===== src/rtl/mem_access.sv =====
// mem_access: memory-access pipeline stage sitting in front of the MEM/WB register.
// Issues one load or store at a time on the data-memory bus. Load data is
// lane-selected and sign/zero-extended here. Upstream stages are stalled while
// a transaction is in flight.
//
// Data-memory handshake: a request transfers on a rising edge where both
// dmem_req_valid and dmem_req_ready are 1. Once dmem_req_valid rises, it and
// every request field stay constant until that transfer. A read response is
// taken on a rising edge with dmem_rsp_valid = 1 while the FSM waits in RESP.
// A response seen in any other state is dropped.
//
// Optional feature: define MISALIGN_TRAP_EN to trap misaligned halfword and
// word accesses. A trapped access raises misalign / misalign_addr and issues
// no bus request.
//
// state_dbg exposes the FSM state: 0 IDLE, 1 REQ, 2 RESP, 3 DONE.

`ifndef XLEN
`define XLEN 32
`endif
`ifndef RFIDX_WIDTH
`define RFIDX_WIDTH 5
`endif

module mem_access #(
  parameter int XLEN  = `XLEN,
  parameter int RFIDX = `RFIDX_WIDTH
) (
  input  logic             clk,
  input  logic             rst_n,
  input  logic             in_valid,
  input  logic             mem_read,
  input  logic             mem_write,
  input  logic [2:0]       funct3,
  input  logic [XLEN-1:0]  ex_result,
  input  logic [XLEN-1:0]  wdata,
  input  logic             wb_reg_write,
  input  logic             wb_memtoreg,
  input  logic [RFIDX-1:0] rd_index,
  output logic             stall,
  output logic             dmem_req_valid,
  input  logic             dmem_req_ready,
  output logic             dmem_we,
  output logic [XLEN-1:0]  dmem_addr,
  output logic [3:0]       dmem_wstrb,
  output logic [XLEN-1:0]  dmem_wdata,
  input  logic             dmem_rsp_valid,
  input  logic [XLEN-1:0]  dmem_rsp_rdata,
  output logic             out_valid,
  output logic [XLEN-1:0]  m_data,
  output logic [XLEN-1:0]  ex_result_out,
  output logic             wb_reg_write_out,
  output logic             wb_memtoreg_out,
  output logic [RFIDX-1:0] rd_index_out,
`ifdef MISALIGN_TRAP_EN
  output logic             misalign,
  output logic [XLEN-1:0]  misalign_addr,
`endif
  output logic [1:0]       state_dbg
);

  typedef enum logic [1:0] {
    IDLE = 2'd0,
    REQ  = 2'd1,
    RESP = 2'd2,
    DONE = 2'd3
  } state_t;

  state_t           state;
  logic [XLEN-1:0]  ex_q;
  logic [XLEN-1:0]  wd_q;
  logic [2:0]       f3_q;
  logic             we_q;
  logic             wbw_q;
  logic             m2r_q;
  logic [RFIDX-1:0] rd_q;
  logic [XLEN-1:0]  m_data_q;
  logic             mis_q;

  logic             is_mem;
  logic             in_mis;
  logic [7:0]       byte_sel;
  logic [15:0]      half_sel;
  logic [XLEN-1:0]  load_fmt;
  logic [3:0]       st_strb;
  logic [XLEN-1:0]  st_data;

  // An instruction counts as a memory op only when EX marks it valid.
  // If both read and write are set, the op is handled as a store.
  assign is_mem = in_valid & (mem_read | mem_write);

`ifdef MISALIGN_TRAP_EN
  // Halfword with addr[0] set, or word (funct3[1] set) with non-zero low bits.
  assign in_mis = ((funct3[1:0] == 2'b01) & ex_result[0]) |
                  (funct3[1] & (ex_result[1:0] != 2'b00));
`else
  assign in_mis = 1'b0;
`endif

  // Format the returned word. The lane comes from the captured address;
  // funct3[2] selects zero extension.
  always_comb begin
    byte_sel = dmem_rsp_rdata[{ex_q[1:0], 3'b000} +: 8];
    half_sel = dmem_rsp_rdata[{ex_q[1], 4'b0000} +: 16];
    load_fmt = dmem_rsp_rdata;
    case (f3_q[1:0])
      2'b00:   load_fmt = f3_q[2] ? {{(XLEN-8){1'b0}}, byte_sel}
                                  : {{(XLEN-8){byte_sel[7]}}, byte_sel};
      2'b01:   load_fmt = f3_q[2] ? {{(XLEN-16){1'b0}}, half_sel}
                                  : {{(XLEN-16){half_sel[15]}}, half_sel};
      default: load_fmt = dmem_rsp_rdata;
    endcase
  end

  // Build store lane strobes and replicated store data from the captured op.
  always_comb begin
    st_strb = 4'b1111;
    st_data = wd_q;
    case (f3_q[1:0])
      2'b00: begin
        st_strb = 4'b0001 << ex_q[1:0];
        st_data = {(XLEN/8){wd_q[7:0]}};
      end
      2'b01: begin
        st_strb = ex_q[1] ? 4'b1100 : 4'b0011;
        st_data = {(XLEN/16){wd_q[15:0]}};
      end
      default: begin
        st_strb = 4'b1111;
        st_data = wd_q;
      end
    endcase
  end

  // Sequence one access: capture it in IDLE, hold it on the bus in REQ,
  // wait for read data in RESP, and present it for one cycle in DONE.
  always_ff @(posedge clk) begin
    if (!rst_n) begin
      state    <= IDLE;
      ex_q     <= '0;
      wd_q     <= '0;
      f3_q     <= '0;
      we_q     <= 1'b0;
      wbw_q    <= 1'b0;
      m2r_q    <= 1'b0;
      rd_q     <= '0;
      m_data_q <= '0;
      mis_q    <= 1'b0;
    end else begin
      case (state)
        IDLE: begin
          if (is_mem) begin
            ex_q     <= ex_result;
            wd_q     <= wdata;
            f3_q     <= funct3;
            we_q     <= mem_write;
            wbw_q    <= wb_reg_write;
            m2r_q    <= wb_memtoreg;
            rd_q     <= rd_index;
            m_data_q <= '0;
            mis_q    <= in_mis;
            state    <= in_mis ? DONE : REQ;
          end
        end
        REQ: begin
          if (dmem_req_ready) state <= we_q ? DONE : RESP;
        end
        RESP: begin
          if (dmem_rsp_valid) begin
            m_data_q <= load_fmt;
            state    <= DONE;
          end
        end
        DONE:    state <= IDLE;
        default: state <= IDLE;
      endcase
    end
  end

  // Bus request fields come only from captured registers, so they stay stable.
  always_comb begin
    dmem_req_valid = (state == REQ);
    dmem_we        = we_q;
    dmem_addr      = {ex_q[XLEN-1:2], 2'b00};
    dmem_wstrb     = we_q ? st_strb : 4'b0000;
    dmem_wdata     = st_data;
    state_dbg      = state;
  end

  // MEM/WB view. A non-memory op in IDLE passes through combinationally.
  // DONE replays the captured op. All other cases produce a bubble.
  always_comb begin
    stall            = 1'b0;
    out_valid        = 1'b0;
    m_data           = '0;
    ex_result_out    = ex_result;
    rd_index_out     = rd_index;
    wb_reg_write_out = 1'b0;
    wb_memtoreg_out  = wb_memtoreg;
    case (state)
      IDLE: begin
        if (is_mem) begin
          stall = 1'b1;
        end else begin
          out_valid        = in_valid;
          wb_reg_write_out = in_valid & wb_reg_write;
        end
      end
      REQ, RESP: begin
        stall           = 1'b1;
        ex_result_out   = ex_q;
        rd_index_out    = rd_q;
        wb_memtoreg_out = m2r_q;
      end
      DONE: begin
        out_valid        = 1'b1;
        m_data           = m_data_q;
        ex_result_out    = ex_q;
        rd_index_out     = rd_q;
        wb_reg_write_out = wbw_q & ~mis_q;
        wb_memtoreg_out  = m2r_q;
      end
      default: stall = 1'b0;
    endcase
  end

`ifdef MISALIGN_TRAP_EN
  // The trap flag is raised only during the DONE cycle of a trapped access.
  always_comb begin
    misalign      = (state == DONE) & mis_q;
    misalign_addr = ex_q;
  end
`endif

endmodule

===== config.mk =====
export PLATFORM = sky130hd
export DESIGN_NAME = mem_access
export DESIGN_NICKNAME = d
export VERILOG_FILES = /design/src/rtl/mem_access.sv
export SDC_FILE = /design/constraint.sdc
export NUM_CORES = 1
export LEC_CHECK = 0
export ABC_AREA = 1
export CORE_ASPECT_RATIO = 0.75
export CORE_MARGIN = 3
export CORE_UTILIZATION = 39
export DETAILED_ROUTE_END_ITERATION = 6
export PLACE_DENSITY = 0.78
export SLEW_MARGIN = 0
export SYNTH_ARGS = -nofsm -noshare
export SYNTH_HDL_FRONTEND = slang
export SYNTH_SLANG_ARGS = --single-unit

===== constraint.sdc =====
create_clock -name clk -period 1.63 [get_ports clk]
set_input_delay 0.326 -clock clk [delete_from_list [all_inputs] [get_ports clk]]
set_output_delay 0.326 -clock clk [all_outputs]
set_load 0.05 [all_outputs]

---- After elaboration in Yosys (flattened, before gate mapping) ----
Index checks and enable logic that the tools add are counted.
storage, ports and cells
  flip-flop bits (word level) ............. 109
  output and inout port bits .............. 145
  word-level logic and storage cells ...... 55
operators by class
  equality and inequality tests ........... 7
  shifts and indexed selects .............. 3
  multiplexer cells ....................... 25
  bitwise operators ....................... 3
  reduce and logical (&&, ||, !) cells .... 8
operator list
  operator                                                                number
  32-bit 2-to-1 mux                                                       6
  32-bit one-hot mux with 2 select lines                                  3
  32-bit by 6-bit indexed part select with 16-bit output                  1
  32-bit by 6-bit indexed part select with 8-bit output                   1
  4-bit 2-to-1 mux                                                        2
  2-bit one-hot mux with 4 select lines                                   1
  4-bit one-hot mux with 2 select lines                                   1
  2-bit 2-to-1 mux                                                        3
  1-bit one-hot mux with 2 select lines                                   3
  3-bit AND reduction                                                     2
  1-bit 2-to-1 mux                                                        5
  5-bit 2-to-1 mux                                                        1
  2-bit by 1-bit equality test with 1-bit output (second input constant)  2
  2-bit equality test (second input constant)                             2
  2-bit logical NOT                                                       2
  2-bit != test (second input constant)                                   2
  1-bit by 2-bit left shift with 4-bit output (first input constant)      1
  3-bit OR reduction                                                      1
  1-bit AND                                                               2
  2-bit by 1-bit != test with 1-bit output (second input constant)        1
  2-bit AND reduction                                                     1
  2-bit nonzero test                                                      1
  2-bit OR reduction                                                      1
  1-bit OR                                                                1

---- Logic depth before layout (Yosys ltp) ----
Gate-level depths: netlist of the first run.
  word-level depth ........................ 5
  depth in mapped cells ................... 11
  mapped depth without buffers ............ 9

---- Worst setup path after synthesis of the first run ----
No wires, ideal clock.
  path type ............................... register to output
  start ................................... register state[0], in the netlist state_dbg[0]
  end ..................................... output ex_result_out[0]
  arrival ................................. 2.562 ns
  slack ................................... -1.258 ns
  stages on the path, launching flop included .. 6
  buffers on the path ..................... 2
  path through ............................ dfxtp_1 -> inv_1 -> ha_1 -> clkbuf_1 -> clkbuf_1 -> o21ai_0
between the ends
  longest elaborated chain between the ends .. 3
  elaborated cells between the ends (all ways) .. 5
  classes of those cells .................. eq/ne (3); mux (1); reduce/logical (1)
ends and longest elaborated chain
  element                                                                                RTL line  RTL
  from (decl)                                                                            69        state_t state;
  from (signal assigned)                                                                 162       state <= in_mis ? DONE : REQ;
  from (signal assigned)                                                                 166       if (dmem_req_ready) state <= we_q ? DONE : RESP;
  2-bit by 1-bit equality test with 1-bit output or 2-bit equality test (tied branches)  200       case (state)
  3-bit OR reduction (no line) *                                                         --
  32-bit 2-to-1 mux *                                                                    200
  to (decl)                                                                              51        output logic [XLEN-1:0] ex_result_out,
Every way passes the cells marked *; elsewhere a longest branch is shown, timed or not.

---- Worst setup path in the final report of the first run ----
  start ................................... register state[0], in the netlist state_dbg[0]
  end ..................................... output rd_index_out[3]
between the ends
  longest elaborated chain between the ends .. 3
  elaborated cells between the ends (all ways) .. 5
  classes of those cells .................. eq/ne (3); mux (1); reduce/logical (1)
ends and longest elaborated chain
  element                                                                                RTL line  RTL
  2-bit by 1-bit equality test with 1-bit output or 2-bit equality test (tied branches)  200
  3-bit OR reduction (no line) *                                                         --
  5-bit 2-to-1 mux *                                                                     200
  to (decl)                                                                              54        output logic [RFIDX-1:0] rd_index_out,
Marked as above.

==> results.py, run 1 <==
metrics = {
    "outcome": {
        "status": "complete, but fails checks",
        "violations": "setup timing",
    },
    "critical_path": {
        "cp.required_ns": 1.30,
        "endpoint_kind": "output port",
        "cp_cell_sequence": "inv_6 > ha_4 > buf_12 > inv_16 > nand2_1 > nand2_4 > buf_8",
        "crit_type": "register to output port",
        "slowest_stage": "dfxtp_4",
        "max_stage_delay_ns": 0.39,
        "cp_max_fo": 19,
        "r2r_setup_slack_ns": -0.20,
        "arrival_ns": 1.59,
        "cp-endpoint": "rd_index_out[3]",
        "r2r_start": "state_dbg[0]$_SDFFE_PN0P_",
        "worstSetupStartpointType": "register",
        "timing.rr.end": "m_data_q[4]$_SDFFE_PN0P_",
        "crit_start": "state_dbg[0]$_SDFFE_PN0P_",
        "r2r.worst_path.cells": 13,
    },
    "timing": {
        "min_period_ns": 1.916,
        "finClkSkew_ns": 0.01201,
        "period_share_pct": 117.5,
        "hold_violations": 0,
        "final_max_slew_viol_count": 0,
        "fmax_mhz": 522.0,
        "rsz0062_at_grt": "yes",
        "setup_viol": 136,
        "timing.final.ws_setup_ns": -0.2858,
    },
    "synthesis": {
        "synth_top_family_by_area": "simple AND/OR/NAND/NOR gates",
        "synth_cells": 944,
        "synth_seq_cells": 109,
        "muxShareOfSynthArea_pct": 0,
        "synth.top_cell.area_share_pct": 36.62,
        "yosysMostFrequentCell": "nand2_1",
        "async_flop_share_pct": 0,
        "synth_compound_area_share_pct": 15.71,
        "synth_ff_type": "dfxtp_1",
        "yosys_warnings": 0,
        "synthTopCellsByCount": "nand2_1 (281), nor2_1 (177), dfxtp_1 (109)",
        "synth_xor_area_share_pct": 0,
        "synth_cell_types": 30,
        "syn_area_per_cell_um2": 6.312,
        "synthSimpleGateAreaFrac_pct": 33.07,
        "yosysTopAreaCell": "dfxtp_1",
        "syn_area_um2": 5958,
        "synth-edff-count": 0,
        "synth_area_leaders": "dfxtp_1 (37%), nand2_1 (18%), nor2_1 (11%)",
        "synthAdderAreaFrac_pct": 1.260,
        "yosysSeqAreaShare_pct": 36.62,
    },
    "cts": {
        "root_buffer": "clkbuf_16",
        "cts.sinks": 109,
        "cts_tree": "built",
        "cts_made_buffers": 9,
        "clock_latency_ns": 0.35,
        "max-clock-path-buffers": 2,
        "htree_num_levels": 3,
        "path_clk_slew_ns": 0.07,
    },
    "detailed_routing": {
        "ant_nets": 0,
        "firstDrtPassIters": 5,
        "drt_iter0_drc": 679,
        "via_per_inst": 5.226,
        "drc_errors": 0,
        "routed_wl_um": 26390,
        "routedWlPerCell_um": 18.73,
        "vias": 7364,
    },
    "global_route": {
        "gr-total-overflow": 0,
        "grt_pass1_vias": 7043,
        "grt_max_degree": 83,
        "grt_pass1_wl_um": 37070,
        "grt_util_all_layers_pct": 27.53,
        "antenna_found_initial": 2,
    },
    "finish": {
        "final_core_util_pct": 81.76,
        "area_growth_pct": 101.6,
        "fill_cells": 793,
        "nNetsFinal": 1325,
        "drive_gt1_share_pct": 47.15,
        "n_antenna_cell": 0,
    },
    "power_and_ir_drop": {
        "ir_worst_vdd_uv": 1427,
        "p_per_area_nw_per_um2": 1770,
        "leakage_nw": 4.935,
    },
    "worst_hold_path": {
        "hp-class": "input pin to register",
    },
    "placement": {
        "post-place-ws_ns": -0.3098,
        "io_buffers": 255,
        "place_congestion": 0.9526,
        "dp_hpwl_um": 16380,
    },
    "run": {
        "cap_violations": 0,
    },
    "floorplanning": {
        "initial_core_util_pct": 40.56,
        "die_h_um": 113.0,
        "ioPinCount": 258,
        "core_um2": 14690,
        "die_area_um2": 16810,
        "std_cell_rows": 38,
        "die_w_um": 148.7,
    },
}
-- worst min-delay path by stage --
stage,startpoint,endpoint,slack (ns),depth (start not counted)
CTS,rst_n,state_dbg[0]$_SDFFE_PN0P_,0.23,3
detailed placement,m_data_q[15]$_SDFFE_PN0P_,m_data_q[15]$_SDFFE_PN0P_,0.45,2
floorplan,m_data_q[10]$_SDFFE_PN0P_,m_data_q[10]$_SDFFE_PN0P_,0.44,2
finish,rst_n,state_dbg[0]$_SDFFE_PN0P_,0.24,3
global route,rst_n,state_dbg[0]$_SDFFE_PN0P_,0.23,3
global placement,m_data_q[15]$_SDFFE_PN0P_,m_data_q[15]$_SDFFE_PN0P_,0.45,2
-- report_power, final --
part           internal, mW  switching [mW]
Clock                  1.05            1.05
Sequential             3.32           0.648
Combinational          6.42            8.78
Total                  10.8            10.5
-- final cells by class --
cell class              count  area [um2]  area share [%]
inverters                  72       426.7           3.552
clock inverters             5       46.29          0.3854
repair inverters            1       20.02          0.1667
clock buffers               9       225.2           1.875
well taps                 200       250.2           2.083
flip-flops and latches    109        2197           18.29
repair buffers            341        4517           37.60
multi-input cells         672        4329           36.04
-- worst max-delay path: cells and delay by family (launching register included) --
kind	cells	cell delay, ns
adders and majority gates	1	0.19
DFF	1	0.39
buffers and inverters	4	0.46
and+or+nand+nor	2	0.20
-- cells by family (layout without fill, tap and decap cells) --
logic type	after synthesis	count (layout)
simple gates	498	498
buf+inv	164	428
flops	109	109
other cells	1	2
fa+ha+maj	6	6
compound gates	166	166
-- state kept, by name (all words and copies together), names as in the netlist --
name	count
m2r_q	1
m_data_q	32
ex_q	32
dmem_we	1
state_dbg	2
f3_q	3
rd_q	5
wbw_q	1
wd_q	32
-- layout by cell type, fill, tap and decap left out, types with 30 or more instances in the layout --
cell / count
dfxtp_1: 103
buf_4: 62
o21ai_0: 54
buf_8: 44
nor2_1: 158
nand2_1: 105
clkdlybuf4s50_1: 110
clkinvlp_4: 30
buf_12: 88
nand2_4: 80
nand2_2: 110
-- per-stage QoR --
step / TNS, ns / power, mW / instance area (um2) / instances / hold slack [ns]
after global routing: -32.61 / 22.07 / 12010 / 1409 / 0.2329
final: -24.67 / 21.26 / 12010 / 1409 / 0.2390
after CTS: -19.20 / 19.58 / 11340 / 1402 / 0.2254
after detailed placement: -18.03 / 15.05 / 9896 / 1357 / 0.4535
after global placement: -13.98 / 14.90 / 9896 / 1357 / 0.4510
after floorplan: -1.257 / 11.38 / 6716 / 945 / 0.4447
-- what timing repair did --
action / 4_1_cts / 5_1_grt
buffers inserted: 26 / 7
pin swaps: 30 / 44
gates resized for setup: 227 / 179
setup endpoints to repair: 113 / 176
gates cloned: 6 / 3
hold buffers: 0 / 0
-- per-layer routing --
| metal | GRT usage (%) | vias to the layer above | wire length [um] |
|---|---|---|---|
| met5 | 0 | - | 27 |
| met4 | 8.554 | 4 | 924 |
| met3 | 6.725 | 81 | 2029 |
| met2 | 46.52 | 353 | 13020 |
| met1 | 34.83 | 3485 | 10390 |
| li1 | - | 3441 | - |
No activity file was read; power rests on OpenSTA's default activity.
==> run 2: changes to the inputs <==
Settings changed: CORE_UTILIZATION 39 to 40, CTS_BUF_LIST from default to sky130_fd_sc_hd__clkbuf_2 sky130_fd_sc_hd__clkbuf_4 sky130_fd_sc_hd__clkbuf_8, PLACE_DENSITY 0.78 to 0.8.
==> run 2 against run 1 <==
Compared with the run above: the flow still finishes with violations (setup timing); sequential share of layout area fell by 0.50 points; first-iteration DRC count rose by 21%; wire length rose by 18%; via count rose by 8.3%; clock skew rose by 0.0057 ns; clock power fell by 21%; critical endpoint is now stall; largest cell class unchanged.
==> results.py, run 2 (same netlist as run 1, synthesis figures left out) <==
metrics = {
    "cts": {
        "cts_tree": "built",
        "htree_num_levels": 3,
        "path_clk_slew_ns": 0.11,
        "max-clock-path-buffers": 2,
        "root_buffer": "clkbuf_8",
        "cts_made_buffers": 9,
        "cts.sinks": 109,
        "clock_latency_ns": 0.38,
    },
    "placement": {
        "post-place-cells": 1358,
        "dp_hpwl_um": 16740,
        "io_buffers": 255,
        "post-place-ws_ns": -0.2943,
        "place_congestion": 0.9057,
    },
    "finish": {
        "drive_gt1_share_pct": 48.33,
        "final-instance-count-excl-fill": 1422,
        "mostFrequentLayoutCell": "nor2_1",
        "layout_common_cells": "nor2_1 (158), clkdlybuf4s50_1 (111), nand2_4 (108), dfxtp_1 (103), nand2_1 (98)",
        "reg_top3": "ex_q (32), m_data_q (32), wd_q (32)",
        "final_core_util_pct": 87.67,
        "area_growth_pct": 107.7,
        "nNetsFinal": 1342,
        "n_antenna_cell": 0,
    },
    "detailed_routing": {
        "drc_errors": 0,
        "routedWlPerCell_um": 21.98,
        "routed_wl_um": 31260,
        "via_per_inst": 5.607,
        "drt_iter0_drc": 824,
        "vias": 7973,
        "ant_nets": 0,
        "firstDrtPassIters": 5,
    },
    "power_and_ir_drop": {
        "ir_worst_vdd_uv": 1530,
        "p_per_area_nw_per_um2": 1751,
        "p_total_mw": 21.67,
        "leakage_nw": 5.332,
    },
    "global_route": {
        "grt_pass1_wl_um": 40120,
        "antenna_found_initial": 1,
        "grt_util_all_layers_pct": 30.54,
        "grt_pass1_vias": 7384,
        "grt_max_degree": 46,
        "gr-total-overflow": 0,
    },
    "outcome": {
        "violations": "setup timing",
        "status": "complete, but fails checks",
    },
    "timing": {
        "rsz0062_at_grt": "yes",
        "hold_violations": 0,
        "hold_slack_ns": 0.2196,
        "setup_viol": 188,
        "min_period_ns": 2.015,
        "period_share_pct": 123.6,
        "fmax_mhz": 496.2,
        "final_max_slew_viol_count": 0,
        "timing.final.ws_setup_ns": -0.3852,
        "finClkSkew_ns": 0.01773,
    },
    "floorplanning": {
        "std_cell_rows": 37,
        "initial_core_util_pct": 42.20,
        "die_area_um2": 16410,
        "core_um2": 14120,
        "die_h_um": 111.7,
        "ioPinCount": 258,
        "die_w_um": 146.9,
    },
    "worst_hold_path": {
        "hp-class": "input pin to register",
    },
    "critical_path": {
        "r2r.worst_path.cells": 8,
        "crit_type": "register to output port",
        "endpoint_kind": "output port",
        "cp-endpoint": "stall",
        "worstSetupStartpointType": "register",
        "r2r_setup_slack_ns": -0.30,
        "arrival_ns": 1.69,
        "timing.rr.end": "m_data_q[5]$_SDFFE_PN0P_",
        "cp_max_fo": 4,
        "cp.required_ns": 1.30,
        "crit_start": "state_dbg[0]$_SDFFE_PN0P_",
        "r2r_start": "state_dbg[1]$_SDFFE_PN0P_",
    },
    "run": {
        "cap_violations": 0,
    },
}
==> run 2: changes by cell type in the layout (fill, tap and decap cells not counted), moves of 3 or more <==
cell / change
nand2_4: +28
nand2_2: -24
clkbuf_8: +10
buf_4: +8
nand2_1: -7
o21ai_0: -5
buf_12: +4
buf_8: -4
clkbuf_16: -4
o21ai_1: +4
buf_6: +3
nand2_8: +3
o2111ai_1: +3
o2111ai_2: -3
==> run 2: power by group <==
group / switching [mW] / internal (mW)
registers: 0.790 / 3.32
logic: 9.30 / 6.60
clock network: 1.05 / 0.613
==> run 2: repair_timing <==
item / CTS / global route
setup buffers: 20 / 19
pin swaps: 36 / 77
hold buffers: 0 / 0
gates cloned: 9 / 8
resized for setup: 316 / 155
setup endpoints to repair: 113 / 202
==> run 2: area by class of cell <==
cell class / instances / area [um2]
clock buffers: 10 / 137.6
clock inverters: 5 / 43.79
fillers: 632 / 1742
inverters: 72 / 435.4
multi-input cells: 672 / 4533
flip-flops and latches: 109 / 2202
well taps: 195 / 244.0
repair buffers: 356 / 4730
repair inverters: 3 / 52.55
==> run 2: how the worst min path moves through the flow <==
stage,to,from,slack [ns],cells after the start
floorplan,m_data_q[10]$_SDFFE_PN0P_,m_data_q[10]$_SDFFE_PN0P_,0.44,2
global placement,m_data_q[11]$_SDFFE_PN0P_,m_data_q[11]$_SDFFE_PN0P_,0.45,2
detailed placement,m_data_q[10]$_SDFFE_PN0P_,m_data_q[10]$_SDFFE_PN0P_,0.46,2
CTS,dmem_we$_SDFFE_PN0P_,rst_n,0.21,3
global route,dmem_we$_SDFFE_PN0P_,rst_n,0.20,3
finish,dmem_we$_SDFFE_PN0P_,rst_n,0.22,3
==> run 2: critical path, stage by stage, from the launching register on <==
cell     delay (ns)
dfxtp_4        0.38
inv_4          0.07
buf_6          0.11
ha_4           0.15
nand2_4        0.06
inv_6          0.09
nand2_4        0.06
inv_4          0.08
nor2_4         0.04
nor2_4         0.11
buf_12         0.15
==> run 2: routing by layer <==
metal	GRT usage (%)	vias up	part of all wire, %
met5	0	-	0.048
met4	12.73	2	4.8
met3	7.730	119	9.0
met2	50.97	544	49
met1	37.71	3824	37
li1	-	3484	-
==> run 2: through the flow <==
step	cell area (um2)	TNS [ns]
global placement	9997	-9.741
global route	12380	-47.35
floorplan	6716	-1.257
finish	12380	-39.36
detailed placement	9997	-13.70
CTS	11590	-26.91
==> run 3: changes to the inputs <==
Settings changed: CORE_UTILIZATION 40 to 44, PLACE_DENSITY 0.8 to 0.83, SKIP_LAST_GASP from default to 1.
Clock period 1.63 ns to 2.2 ns, I/O delays scaled along.
==> run 3 against run 2 <==
Compared with the run above: the run now ends clean; via count shrank 16%; total power shrank 46%; final area shrank 25%; sequential share of layout area grew 5.8 points; critical path depth shrank 9; wire length shrank 36%; register-to-register slack gained 0.56 ns; critical endpoint is now dmem_we; largest cell class unchanged.
==> results.py, run 3 (same netlist as run 1, synthesis figures left out) <==
metrics = {
    "outcome": {
        "status": "finished clean",
    },
    "placement": {
        "post-place-cells": 1303,
        "post-place-ws_ns": 0.02009,
        "dp_hpwl_um": 15030,
        "io_buffers": 255,
        "place_congestion": 0.9892,
    },
    "cts": {
        "cts_tree": "built",
        "path_clk_slew_ns": 0.11,
        "clock_latency_ns": 0.37,
        "max-clock-path-buffers": 2,
        "cts_made_buffers": 9,
        "root_buffer": "clkbuf_8",
        "cts.sinks": 109,
        "htree_num_levels": 3,
    },
    "power_and_ir_drop": {
        "pwr-share-clk_pct": 11.3,
        "power_frac_seq_pct": 24.1,
        "p_comb_share_pct": 64.6,
        "leakage_nw": 4.148,
        "ir_worst_vdd_uv": 1039,
        "p_per_area_nw_per_um2": 1250,
        "p_int_mw": 5.623,
        "switchingPower_mw": 5.979,
        "p_sw_share_pct": 51.54,
    },
    "global_route": {
        "grt_pass1_wl_um": 31730,
        "antenna_found_initial": 0,
        "grt_util_all_layers_pct": 25.86,
        "grt_max_degree": 81,
        "grt_pass1_vias": 6145,
        "gr-total-overflow": 0,
    },
    "floorplanning": {
        "core_um2": 13110,
        "std_cell_rows": 36,
        "die_w_um": 140.4,
        "initial_core_util_pct": 45.46,
        "ioPinCount": 258,
        "die_h_um": 106.8,
        "die_area_um2": 14990,
    },
    "critical_path": {
        "slowest_stage": "clkdlybuf4s50_1",
        "crit_buf_inv": 1,
        "cp_max_fo": 5,
        "worstSetupStartpointType": "register",
        "crit_type": "register to output port",
        "cp_cell_sequence": "clkdlybuf4s50_1",
        "arrival_ns": 1.70,
        "max_stage_delay_ns": 0.88,
        "cp.required_ns": 1.76,
        "endpoint_kind": "output port",
        "path_delay_family": "buffers and inverters",
    },
    "finish": {
        "n_antenna_cell": 0,
        "drive_gt1_share_pct": 19.86,
        "area_growth_pct": 55.75,
        "layout_common_cells": "nand2_1 (251), nor2_1 (175), clkdlybuf4s50_1 (152), dfxtp_1 (107), o21ai_0 (84)",
        "nNetsFinal": 1262,
        "final-instance-count-excl-fill": 1319,
        "reg_top3": "ex_q (32), m_data_q (32), wd_q (32)",
        "mostFrequentLayoutCell": "nand2_1",
    },
    "timing": {
        "min_period_ns": 2.139,
        "relSlewSlack_pct": 64.03,
        "setup_viol": 0,
        "hold_violations": 0,
        "timing.final.ws_setup_ns": 0.06082,
        "rsz0062_at_grt": "yes",
        "fmax_mhz": 467.5,
        "period_share_pct": 97.24,
        "final_max_slew_viol_count": 0,
        "finClkSkew_ns": 0.01901,
        "worstMarginPinSlew_ns": 0.5379,
    },
    "detailed_routing": {
        "vias": 6665,
        "routed_wl_um": 20060,
        "routedWlPerCell_um": 15.21,
        "drt_iter0_drc": 561,
        "via_per_inst": 5.053,
        "drc_errors": 0,
        "firstDrtPassIters": 5,
        "ant_nets": 0,
    },
    "worst_hold_path": {
        "hp-class": "input pin to register",
    },
    "run": {
        "cap_violations": 0,
    },
}
## run 3: power groups by stage
stage / sequential (mW) / combinational [mW] / clock [mW]
final: 2.80 / 7.49 / 1.31
after global routing: 2.86 / 7.94 / 1.42
after CTS: 2.79 / 7.42 / 1.34
after detailed placement: 2.82 / 7.34 / 0
after global placement: 2.82 / 7.28 / 0
after floorplan: 2.79 / 4.96 / 0
## run 3: what timing repair did
action                     in CTS  in global routing
setup endpoints to repair      41                 70
pin swaps                       0                  0
gates resized for setup         9                 10
hold buffers                    0                  0
setup buffers                   0                  0
## run 3: through the flow
step / total power, mW / util (%) / instance area [um2] / hold slack (ns) / setup TNS, ns
6_report: 11.60 / 70.80 / 9280 / 0.4687 / 0
5_1_grt: 12.23 / 70.80 / 9280 / 0.4647 / -0.02783
4_1_cts: 11.56 / 70.50 / 9241 / 0.4524 / 0
3_5_place_dp: 10.17 / 68.64 / 8997 / 0.4572 / 0
3_3_place_gp: 10.10 / 68.64 / 8997 / 0.4546 / 0
2_1_floorplan: 7.750 / - / 6068 / 0.4447 / -0.2943
## run 3: final cells by class
class	instances	area, um2
Clock buffer	10	137.6
Clock inverter	6	78.83
Fill cell	1057	3827
Inverter	72	275.3
Multi-Input combinational cell	672	3120
Sequential cell	109	2187
Tap cell	171	214.0
Timing Repair Buffer	279	3267
## run 3: layer usage
layer	track usage [%]	share of wire, %	vias up
li1	-	-	3316
met1	35.10	44	3043
met2	41.19	46	282
met3	7.044	8.6	24
met4	6.017	1.5	0
met5	0	0	-
## run 3: path summary, 6_finish.rpt
| check | startpoint | to | slack, ns | cells past startpoint |
|---|---|---|---|---|
| max | dmem_we$_SDFFE_PN0P_ | dmem_we | 0.06 | 1 |
| min | rst_n | m_data_q[1]$_SDFFE_PN0P_ | 0.47 | 3 |
| max reg2reg | state_dbg[0]$_SDFFE_PN0P_ | m_data_q[12]$_SDFFE_PN0P_ | 0.26 | 9 |
| min reg2reg | m_data_q[20]$_SDFFE_PN0P_ | m_data_q[20]$_SDFFE_PN0P_ | 0.47 | 2 |
